[src/rtl/change_tally.sv]
// change_tally: receive side of the change-dispense interface.
// Synchronizes the four coin-eject strobes, tallies the coins actually paid
// out, and compares that total against the expected change latched at start.
// Reports completion (done), match, overpay, underpay (timeout) and stray coins.

module change_tally #(
   parameter int unsigned TIMEOUT = 300000000,
   parameter int unsigned TO_W    = 29
) (
   input  logic       clk,
   input  logic       rst,
   input  logic       start,
   input  logic [7:0] expected,
   input  logic       qian1,
   input  logic       qian5,
   input  logic       qian10,
   input  logic       qian50,
   output logic [7:0] returned,
   output logic       busy,
   output logic       done,
   output logic       match,
   output logic       overpay,
   output logic       underpay,
   output logic       stray
);

   typedef enum logic [1:0] {StIdle, StCollect, StDone, StErr} state_e;

   // Bit order of the coin vectors: [0]=1, [1]=5, [2]=10, [3]=50 yuan.
   logic [3:0] coin_in;
   logic [3:0] meta_q, sync_q, prev_q;
   logic [3:0] edge_w;
   logic [1:0] arm_q;
   logic       armed;

   state_e          state_q, state_d;
   logic [7:0]      exp_q, exp_d;
   logic [7:0]      returned_q, returned_d;
   logic [TO_W-1:0] cnt_q, cnt_d;
   logic            busy_q, busy_d;
   logic            done_q, done_d;
   logic            match_q, match_d;
   logic            overpay_q, overpay_d;
   logic            underpay_q, underpay_d;
   logic            stray_q, stray_d;

   logic [8:0]      sum_w;
   logic [7:0]      sum_sat;
   logic            any_edge;

   assign coin_in = {qian50, qian10, qian5, qian1};

   // Edges are masked until the synchronizer has filled after reset, so a level
   // already high at reset release is absorbed without being seen as a coin.
   assign armed    = (arm_q == 2'd3);
   assign edge_w   = sync_q & ~prev_q & {4{armed}};
   assign any_edge = |edge_w;

   // Two-flop synchronizer, previous-value register and post-reset arming count.
   always_ff @(posedge clk or negedge rst) begin
      if (!rst) begin
         meta_q <= 4'b0;
         sync_q <= 4'b0;
         prev_q <= 4'b0;
         arm_q  <= 2'd0;
      end else begin
         meta_q <= coin_in;
         sync_q <= meta_q;
         prev_q <= sync_q;
         if (!armed) begin
            arm_q <= arm_q + 2'd1;
         end
      end
   end

   // Tally with simultaneous edges summed, computed at 9 bits and saturated.
   always_comb begin
      sum_w = {1'b0, returned_q}
            + (edge_w[0] ? 9'd1  : 9'd0)
            + (edge_w[1] ? 9'd5  : 9'd0)
            + (edge_w[2] ? 9'd10 : 9'd0)
            + (edge_w[3] ? 9'd50 : 9'd0);
      sum_sat = sum_w[8] ? 8'hff : sum_w[7:0];
   end

   // Next-state, tally, timeout and flag logic.
   always_comb begin
      state_d    = state_q;
      exp_d      = exp_q;
      returned_d = returned_q;
      cnt_d      = cnt_q;
      done_d     = 1'b0;
      match_d    = match_q;
      overpay_d  = overpay_q;
      underpay_d = underpay_q;
      stray_d    = stray_q;

      unique case (state_q)
         StCollect: begin
            if (any_edge) begin
               returned_d = sum_sat;
               cnt_d      = TO_W'(TIMEOUT);
               if (sum_sat == exp_q) begin
                  state_d = StDone;
                  match_d = 1'b1;
                  done_d  = 1'b1;
               end else if (sum_sat > exp_q) begin
                  state_d   = StErr;
                  overpay_d = 1'b1;
                  done_d    = 1'b1;
               end
            end else if (cnt_q <= TO_W'(1)) begin
               // Counter reaches zero on this edge: TIMEOUT cycles since reload.
               cnt_d      = '0;
               state_d    = StErr;
               underpay_d = 1'b1;
               done_d     = 1'b1;
            end else begin
               cnt_d = cnt_q - TO_W'(1);
            end
         end
         default: begin
            // StIdle, StDone and StErr all accept a new start.
            if (start) begin
               returned_d = 8'd0;
               match_d    = 1'b0;
               overpay_d  = 1'b0;
               underpay_d = 1'b0;
               stray_d    = 1'b0;
               if (expected == 8'd0) begin
                  state_d = StDone;
                  match_d = 1'b1;
                  done_d  = 1'b1;
               end else begin
                  state_d = StCollect;
                  exp_d   = expected;
                  cnt_d   = TO_W'(TIMEOUT);
               end
            end else if (any_edge) begin
               stray_d = 1'b1;
            end
         end
      endcase

      busy_d = (state_d == StCollect);
   end

   // State and registered outputs.
   always_ff @(posedge clk or negedge rst) begin
      if (!rst) begin
         state_q    <= StIdle;
         exp_q      <= 8'd0;
         returned_q <= 8'd0;
         cnt_q      <= '0;
         busy_q     <= 1'b0;
         done_q     <= 1'b0;
         match_q    <= 1'b0;
         overpay_q  <= 1'b0;
         underpay_q <= 1'b0;
         stray_q    <= 1'b0;
      end else begin
         state_q    <= state_d;
         exp_q      <= exp_d;
         returned_q <= returned_d;
         cnt_q      <= cnt_d;
         busy_q     <= busy_d;
         done_q     <= done_d;
         match_q    <= match_d;
         overpay_q  <= overpay_d;
         underpay_q <= underpay_d;
         stray_q    <= stray_d;
      end
   end

   assign returned = returned_q;
   assign busy     = busy_q;
   assign done     = done_q;
   assign match    = match_q;
   assign overpay  = overpay_q;
   assign underpay = underpay_q;
   assign stray    = stray_q;

endmodule
[config.mk]
export PLATFORM = sky130hd
export DESIGN_NAME = change_tally
export DESIGN_NICKNAME = d
export VERILOG_FILES = /design/src/rtl/change_tally.sv
export SDC_FILE = /design/constraint.sdc
export NUM_CORES = 1
export LEC_CHECK = 0
export ABC_AREA = 1
export CORE_MARGIN = 4
export CORE_UTILIZATION = 50
export CTS_CLUSTER_SIZE = 25
export DETAILED_ROUTE_END_ITERATION = 10
export GPL_TIMING_DRIVEN = 0
export PLACE_DENSITY = 0.72
export SYNTH_ARGS = -nofsm -noshare
export SYNTH_HDL_FRONTEND = slang
export SYNTH_SLANG_ARGS = --single-unit
[constraint.sdc]
create_clock -name clk -period 3.25 [get_ports clk]
set_input_delay 0.65 -clock clk [delete_from_list [all_inputs] [get_ports clk]]
set_output_delay 0.65 -clock clk [all_outputs]
set_load 0.05 [all_outputs]
## Word-level counts from Yosys, hierarchy flattened

Index checks and enable logic that the tools add are counted.

- Divide/modulo/power cells: 0
- Eq/ne operators: 11
- Bitwise gates (word level): 5
- Add/sub/neg operators: 6
- Multiplexer cells: 41
- Shift-type cells: 0
- $mul: 0
- Reductions and logical operators: 11
- Magnitude comparators: 2

Operator list:

| kind | count |
|---|---|
| 29-bit 2-to-1 mux | 5 |
| 8-bit 2-to-1 mux | 4 |
| 29-bit by 1-bit less-or-equal comparator with 1-bit output (second input constant) | 1 |
| 29-bit by 1-bit subtractor with 29-bit output (second input constant) | 1 |
| 1-bit 2-to-1 mux | 22 |
| 2-bit 2-to-1 mux | 7 |
| 2-bit inequality test (second input constant) | 6 |
| 8-bit by 1-bit adder with 9-bit output | 1 |
| 9-bit by 3-bit adder with 9-bit output | 1 |
| 9-bit by 4-bit adder with 9-bit output | 1 |
| 9-bit by 6-bit adder with 9-bit output | 1 |
| 3-bit AND reduction | 3 |
| 4-bit bitwise AND | 2 |
| 8-bit == test | 1 |
| 8-bit > comparator | 1 |
| 8-bit logical NOT | 1 |
| 6-bit 2-to-1 mux | 1 |
| 2-bit AND reduction | 3 |
| 2-bit by 1-bit == test with 1-bit output (second input constant) | 2 |
| 4-bit 2-to-1 mux | 1 |
| 4-bit inverter | 1 |
| 4-bit AND reduction | 1 |
| 2-bit nonzero test | 2 |
| 4-bit OR reduction | 1 |
| 5 further kinds | 6 |

- Output and inout port bits: 14
- Latch bits: 0
- Memories kept: 0
- Memory bits (read-only): 0
- Register bits after elaboration: 67
- RAM bits: 0

## Logic depth before layout (Yosys ltp)

Gate-level depths: netlist (run 1).

- Depth after elaboration: 15
- Mapped depth: 22
- Depth with buffers taken out: 22

## Least setup slack after synthesis (run 1)

Ideal clock, no wire load.

- Kind: register -> register
- Start point: register arm_q[0]
- End point: register busy_q (netlist: busy)
- Data required time: 3130 ps
- Stages on the path, launching flop included: 21
- Arrival time: 3140 ps
- Setup slack: -10 ps
- Period minus slack after synthesis: 3260 ps
- Library setup time: 120 ps
- Cell sequence: dfrtp_1 -> ha_1 -> nand2_1 -> nor2_2 -> xor2_1 -> inv_1 -> ha_1 -> ha_1 -> fa_1 -> nand4_1 -> nand3_1 -> nand2_1 -> nand3_1 -> ha_1 -> nand2_1 -> nor2_1 -> nand4_1 -> inv_1 -> a21oi_1 -> nor2_1 -> nor2_1

- Cells in the longest elaborated chain, start to end: 14
- Elaborated cells on any way between the ends: 19

Ends and longest elaborated chain:

| item | RTL line | source |
|---|---|---|
| start: declaration | 33 | `logic [1:0] arm_q;` |
| start signal: assignment | 71 | `arm_q <= arm_q + 2'd1;` |
| 2-bit == test (*) | 55 | `assign armed = (arm_q == 2'd3);` |
| 4-bit bitwise AND (*) | 56 | `assign edge_w = sync_q & ~prev_q & {4{armed}};` |
| 1-bit 2-to-1 mux | 79 | `+ (edge_w[0] ? 9'd1 : 9'd0)` |
| 8-bit by 1-bit adder with 9-bit output | 79 |  |
| 9-bit by 3-bit adder with 9-bit output | 80 | `+ (edge_w[1] ? 9'd5 : 9'd0)` |
| 9-bit by 4-bit adder with 9-bit output | 81 | `+ (edge_w[2] ? 9'd10 : 9'd0)` |
| 9-bit by 6-bit adder with 9-bit output | 82 | `+ (edge_w[3] ? 9'd50 : 9'd0);` |
| 8-bit 2-to-1 mux | 83 | `sum_sat = sum_w[8] ? 8'hff : sum_w[7:0];` |
| 8-bit > comparator | 107 | `end else if (sum_sat > exp_q) begin` |
| 2-bit 2-to-1 mux | 107 |  |
| 2-bit 2-to-1 mux | 103 | `if (sum_sat == exp_q) begin` |
| 2-bit 2-to-1 mux (*) | 100 | `if (any_edge) begin` |
| 2-bit 2-to-1 mux (*) | 98 | `unique case (state_q)` |
| 2-bit by 1-bit == test with 1-bit output (*) | 145 | `busy_d = (state_d == StCollect);` |
| via busy_d | 40 | `logic busy_q, busy_d;` |
| end signal: assignment | 166 | `busy_q <= busy_d;` |
| end: declaration | 40 |  |

The timed path passes the listed nets; every way through them passes the cells marked *.
A chain may end at the register's enable or synchronous reset.

## Final worst setup path (run 1)

- Start point: register arm_q[0]
- End point: register busy_q (netlist: busy)

- Cells in the longest elaborated chain, start to end: 14
- Elaborated cells on any way between the ends: 19

Ends and longest elaborated chain:

| item | RTL line | source |
|---|---|---|
| 2-bit == test (*) | 55 |  |
| 4-bit bitwise AND (*) | 56 |  |
| 1-bit 2-to-1 mux | 79 |  |
| 8-bit by 1-bit adder with 9-bit output | 79 |  |
| 9-bit by 3-bit adder with 9-bit output | 80 |  |
| 9-bit by 4-bit adder with 9-bit output | 81 |  |
| 9-bit by 6-bit adder with 9-bit output | 82 |  |
| 8-bit 2-to-1 mux | 83 |  |
| 8-bit > comparator | 107 |  |
| 2-bit 2-to-1 mux | 107 |  |
| 2-bit 2-to-1 mux | 103 |  |
| 2-bit 2-to-1 mux (*) | 100 |  |
| 2-bit 2-to-1 mux (*) | 98 |  |
| via state_d[1] | 36 | `state_e state_q, state_d;` |
| 2-bit by 1-bit == test with 1-bit output (*) | 145 |  |
| via busy_d | 40 |  |

Marks and branches as above.

==> flow_summary.json, run 1 <==
{
  "dp_slack_ns": -0.538,
  "vias_per_cell": 5.27,
  "p_sw_mw": 2.00,
  "critical_path_buf_inv_count": 3,
  "crit_type": "flop to flop",
  "synth-seq-area-share_pct": 40.1,
  "fin_cells": 713,
  "p_seq_share_pct": 28.1,
  "skew_ns": 0.00996,
  "report.final.slew_viol_count": 0,
  "post-route-util_pct": 64.7,
  "clkTransAtPathRegs_ns": 0.07,
  "crit_required_ns": 3.48,
  "grt_pass1_wl_um": 16400,
  "area_growth_syn_to_layout_pct": 26.4,
  "synth_ff_type": "dfrtp_1",
  "cp-end-kind": "flop",
  "cts_tree": "built",
  "fin_crit_sh_pct": 103,
  "fin_crit_ns": 3.34,
  "pwr_density_cell_nw_per_um2": 804,
  "postSynth.asyncResetShare_pct": 100,
  "avgSynthCellArea_um2": 7.65,
  "diodes": 0,
  "dieArea_um2": 9900,
  "io_pins": 29,
  "grt.overflow.total": 0,
  "ys_top_cells_by_area": "dfrtp_1 (40%), nand2_1 (14%), ha_1 (6.3%), nor2_1 (6.0%), inv_1 (5.7%)",
  "ir_drop_uv": 323,
  "outcome": "finished with violations",
  "swShare_pct": 46.9,
  "worst_slew_pin_slew_ns": 0.838,
  "violations": "negative setup slack",
  "crit_path_top_delay_cell": "dfrtp_1",
  "p_leak_nw": 2.45,
  "clkPwrFrac_pct": 14.0,
  "dp_cells": 680,
  "cp_max_fo": 7,
  "finalHoldViolCount": 0,
  "rsz0062_at_grt": "true",
  "num_rows": 33,
  "cts_sinks": 67,
  "antenna_left": 0,
  "nNetsFinal": 641,
  "grtUsageTotal_pct": 20.3,
  "combPwrFrac_pct": 58.0,
  "critPathTopFamily": "adder cells",
  "root_buffer": "clkbuf_8",
  "multi_input_area_um2": 2570,
  "drv_cap": 0,
  "grt_start_max_net_pins": 68,
  "timing.fmax_ghz": 0.300,
  "fin_ws_ns": -0.0875,
  "cts_buffers": 9,
  "ys_types": 37,
  "routed_wl_um": 10200,
  "whs_ns": 0.353,
  "drc_errors": 0,
  "slew_headroom_pct": 44.1,
  "dieHeight_um": 99.5,
  "hold_path_class": "flop to flop",
  "critPathLaunchType": "flop",
  "placed_cell_area_um2": 4600,
  "synth_area_leader_cell": "dfrtp_1",
  "grt_pass1_vias": 3513,
  "path_common_cell": "nand2_2",
  "synthCells": 547,
  "fill_cells": 649,
  "synth-edff-count": 0,
  "worstSkewPairLatency_ns": 0.34,
  "fin_tns_setup_ns": -0.181,
  "total_power_mw": 4.25,
  "io_buffers": 28,
  "max_stage_delay_ns": 0.41,
  "fin_area_um2": 5290,
  "hpwl_um": 6840,
  "synth_nets": 585,
  "vias": 3754,
  "yosys_warnings": 0,
  "drt_first_pass_iters": 5,
  "drt-initial-drc-count": 184,
  "syn_area_um2": 4190,
  "synth-seq-cells": 67,
  "gp_congestion": 0.864,
  "setup_viol": 5,
  "start_util_pct": 51.2,
  "antenna_found_initial": 0,
  "clockBufferDepth": 2,
  "dieWidth_um": 99.5,
  "drive_gt1_share_pct": 23.5,
  "register_area_um2": 1680,
  "htree_levels": 3,
  "yosysTopAreaCellShare_pct": 40.1,
  "cp_cell_sequence": "ha_4 > nand2_1 > nor2_4 > ha_1 > ha_4 > a21oi_1 > o21ai_1 > a21oi_4 > buf_12 > buf_6 > nand2_2 > ha_4 > inv_1 > o21bai_1 > nand2_1 > nand2_2 > nand2_2 > nand3_2 > nand2_2 > nand3_2 > nor2_1",
  "core_um2": 8180,
  "cp.arrival_ns": 3.57,
  "drt-wirelength-per-cell_um": 14.3,
  "internal_power_mw": 2.26
}
[power by group through the flow]
stage | clock network (mW) | logic [mW] | registers [mW]
2_1_floorplan | 0 | 1.19 | 1.38
3_3_place_gp | 0 | 1.81 | 1.19
3_5_place_dp | 0 | 1.87 | 1.19
4_1_cts | 0.607 | 2.01 | 1.18
5_1_grt | 0.652 | 2.69 | 1.21
6_report | 0.595 | 2.46 | 1.19
[state kept, by name, indices dropped and copies added, names as in the netlist]
name and count:
prev_q 4, meta_q 4, arm_q 2, cnt_q 29
underpay 1, exp_q 8, overpay 1, busy 1
state_q 2, stray 1, returned 8, match 1
sync_q 4, done 1
[kinds of logic after synthesis]
family,synth area share [%]
buffers and inverters,7.83
adder cells (fa/ha/maj),7.23
multiplexers,0.269
flip-flops,40.1
AO/OA/AOI/OAI,5.92
AND/OR/NAND/NOR,35.3
XOR/XNOR,3.35
[path summary, 6_finish.rpt]
| path | from | end | slack [ns] | depth (start not counted) |
|---|---|---|---|---|
| worst max-delay path | arm_q[0]$_DFFE_PN0P_ | busy$_DFF_PN0_ | -0.09 | 21 |
| worst min-delay path | meta_q[2]$_DFF_PN0_ | sync_q[2]$_DFF_PN0_ | 0.35 | 0 |
| worst max register to register | arm_q[0]$_DFFE_PN0P_ | busy$_DFF_PN0_ | -0.09 | 21 |
| worst min register to register | meta_q[2]$_DFF_PN0_ | sync_q[2]$_DFF_PN0_ | 0.35 | 0 |
| max in group asynchronous | rst | arm_q[1]$_DFFE_PN0P_ | 2.29 | 1 |
| min in group asynchronous | rst | returned[4]$_DFFE_PN0P_ | 0.39 | 1 |
[per-layer routing]
metal | global-route usage [%] | up-vias | routed length (um)
met5 | 0 | - | 0
met3 | 4.35 | 13 | 589
met1 | 28.6 | 1798 | 4630
met4 | 5.15 | 0 | 136
li1 | - | 1834 | -
met2 | 32.2 | 109 | 4850
[placed cells by master, fill, tap and decap left out, types with 9 or more instances in the layout]
master and instances:
nand3_1 29, ha_4 14, nand2_1 138, nor2_2 23
inv_1 61, clkdlybuf4s50_1 27, nand4_1 13, a21oi_1 14
nand2_2 16, buf_4 15, dfrtp_1 67, nor2_1 61
xor2_1 13, clkbuf_8 9, nor2_4 14
[Yosys cell counts, types with 4 or more instances]
| cell type | n |
|---|---|
| nand2_1 | 151 |
| nand4_1 | 13 |
| o21ai_1 | 7 |
| nor2_1 | 67 |
| o21ai_0 | 9 |
| inv_1 | 64 |
| dfrtp_1 | 67 |
| nor2_4 | 10 |
| a21oi_1 | 17 |
| nand3_1 | 37 |
| o21bai_1 | 5 |
| nand2_2 | 6 |
| buf_2 | 4 |
| nor2_2 | 21 |
| ha_1 | 21 |
| xor2_1 | 13 |
[layout make-up]
| type | count | share of cell area [%] |
|---|---|---|
| multi-input combinational | 403 | 48.5 |
| sequential | 67 | 31.7 |
| timing repair buffer | 45 | 8.04 |
| inverter | 68 | 4.87 |
| clock buffer | 11 | 2.48 |
| tap | 105 | 2.48 |
| buffer | 9 | 1.32 |
| clock inverter | 5 | 0.568 |
[repair_timing]
item	in CTS	in global routing
resized for setup	34	42
pin swaps	20	30
setup buffers	11	6
setup endpoints to repair	6	6
hold buffers	0	0
No activity file was read; power rests on OpenSTA's default activity.
==> run 2: changes to the inputs <==
--- a/config.mk
+++ b/config.mk
@@ -12,6 +12,7 @@
 export DETAILED_ROUTE_END_ITERATION = 10
 export GPL_TIMING_DRIVEN = 0
 export PLACE_DENSITY = 0.72
+export SLEW_MARGIN = 30
 export SYNTH_ARGS = -nofsm -noshare
 export SYNTH_HDL_FRONTEND = slang
 export SYNTH_SLANG_ARGS = --single-unit
==> flow_summary.json, run 2 (synthesized netlist as in run 1, its figures left out) <==
{
  "fin_crit_ns": 3.31,
  "num_rows": 33,
  "dp_slack_ns": -0.517,
  "rsz0062_at_grt": "true",
  "hold_path_class": "input pin to asynchronous set/reset pin",
  "timing.fmax_ghz": 0.302,
  "vias": 3774,
  "start_util_pct": 51.2,
  "setup_viol": 3,
  "drv_cap": 0,
  "crit_type": "flop to flop",
  "io_buffers": 28,
  "clockBufferDepth": 2,
  "cp.arrival_ns": 3.59,
  "dieWidth_um": 99.5,
  "worst_slew_pin_slew_ns": 0.540,
  "ir_drop_uv": 343,
  "violations": "negative setup slack",
  "dieHeight_um": 99.5,
  "cts_tree": "built",
  "final_common_cell": "nand2_1",
  "hold_buffers": 0,
  "finalHoldViolCount": 0,
  "grt.overflow.total": 0,
  "drt_first_pass_iters": 5,
  "reg2reg_from": "arm_q[0]$_DFFE_PN0P_",
  "total_power_mw": 4.38,
  "antenna_found_initial": 0,
  "grtUsageTotal_pct": 21.5,
  "critPathLaunchType": "flop",
  "antenna_left": 0,
  "drt-initial-drc-count": 250,
  "core_um2": 8180,
  "grt_pass1_vias": 3702,
  "worstSkewPairLatency_ns": 0.35,
  "routed_wl_um": 10300,
  "cp_max_fo": 4,
  "cts_buffers": 9,
  "largest_reg_flops": 29,
  "gp_congestion": 0.864,
  "cts_sinks": 67,
  "pwr_density_cell_nw_per_um2": 818,
  "critPathLaunch": "arm_q[0]$_DFFE_PN0P_",
  "drive_gt1_share_pct": 24.0,
  "drt-wirelength-per-cell_um": 14.4,
  "cp-end-kind": "flop",
  "slew_headroom_pct": 63.9,
  "outcome": "finished with violations",
  "regMostFlops": "cnt_q",
  "root_buffer": "clkbuf_8",
  "fin_crit_sh_pct": 102,
  "grt_pass1_wl_um": 17200,
  "fin_ws_ns": -0.0597,
  "clkTransAtPathRegs_ns": 0.08,
  "vias_per_cell": 5.26,
  "area_growth_syn_to_layout_pct": 27.8,
  "crit_required_ns": 3.53,
  "io_pins": 29,
  "drc_errors": 0,
  "dieArea_um2": 9900,
  "grt_start_max_net_pins": 47,
  "report.final.slew_viol_count": 0,
  "htree_levels": 3,
  "final_cell_mix": "nand2_1 (140), dfrtp_1 (67), nor2_1 (61)",
  "hpwl_um": 6900,
  "p_leak_nw": 2.49,
  "nNetsFinal": 645,
  "diodes": 0,
  "skew_ns": 0.00981
}
-- run 2: where the power goes --
part	internal [mW]	leakage (nW)	switching, mW
clock	0.433	0.106	0.337
combinational	0.931	1.58	1.48
sequential	1.02	0.805	0.169
total	2.39	2.49	1.99
-- run 2: critical path: stages, from the launching register on --
cell and delay [ns]:
dfrtp_1 0.42, ha_4 0.19, buf_4 0.15, nand3b_1 0.16, fa_2 0.23, inv_2 0.04
ha_4 0.15, fa_2 0.38, nand4_1 0.16, nand3_1 0.13, nand2_1 0.11, nand3_2 0.11
ha_4 0.30, nand2_4 0.05, nor2_4 0.11, nand4_1 0.18, inv_2 0.11, buf_4 0.10
nand2_1 0.04, a21boi_1 0.11
-- run 2: worst paths after layout --
path | to | slack, ns | cells after the start
max | match$_DFFE_PN0P_ | -0.06 | 19
min | returned[6]$_DFFE_PN0P_ | 0.19 | 1
max reg2reg | match$_DFFE_PN0P_ | -0.06 | 19
min reg2reg | sync_q[2]$_DFF_PN0_ | 0.35 | 0
max in group asynchronous | cnt_q[10]$_DFFE_PN0P_ | 2.53 | 2
min in group clk | sync_q[2]$_DFF_PN0_ | 0.35 | 0
-- run 2: layout make-up --
cell class	instances	area [um2]
repair buffers	49	472
clock buffers	10	128
fillers	661	2830
clock inverters	6	90.1
multi-input cells	403	2520
well taps	105	131
plain buffers	9	70.1
flip-flops and latches	67	1680
inverters	68	258
-- run 2: per-stage QoR --
step           TNS (ns)  std cells  cell area, um2  hold WS, ns  utilization (%)
2_1_floorplan         0        547            4190        0.331                -
4_1_cts         -0.0544        710            5170        0.182             63.3
3_3_place_gp     -48.99        680            4600        0.333             56.3
6_report         -0.166        717            5350        0.186             65.4
5_1_grt          -0.979        717            5350        0.190             65.4
3_5_place_dp      -2.54        681            4620        0.340             56.6
-- run 2: what timing repair did --
| item | 4_1_cts | 5_1_grt |
|---|---|---|
| setup endpoints to repair | 6 | 6 |
| setup buffers | 13 | 7 |
| resized for setup | 44 | 25 |
| pin swaps | 23 | 27 |
-- run 2: layer usage --
metal / routed length (um) / GRT usage (%) / vias up
met4: 287 / 8.19 / 0
met3: 615 / 4.28 / 30
li1: - / - / 1850
met1: 4640 / 29.6 / 1767
met2: 4790 / 33.5 / 127
met5: 0 / 0 / -
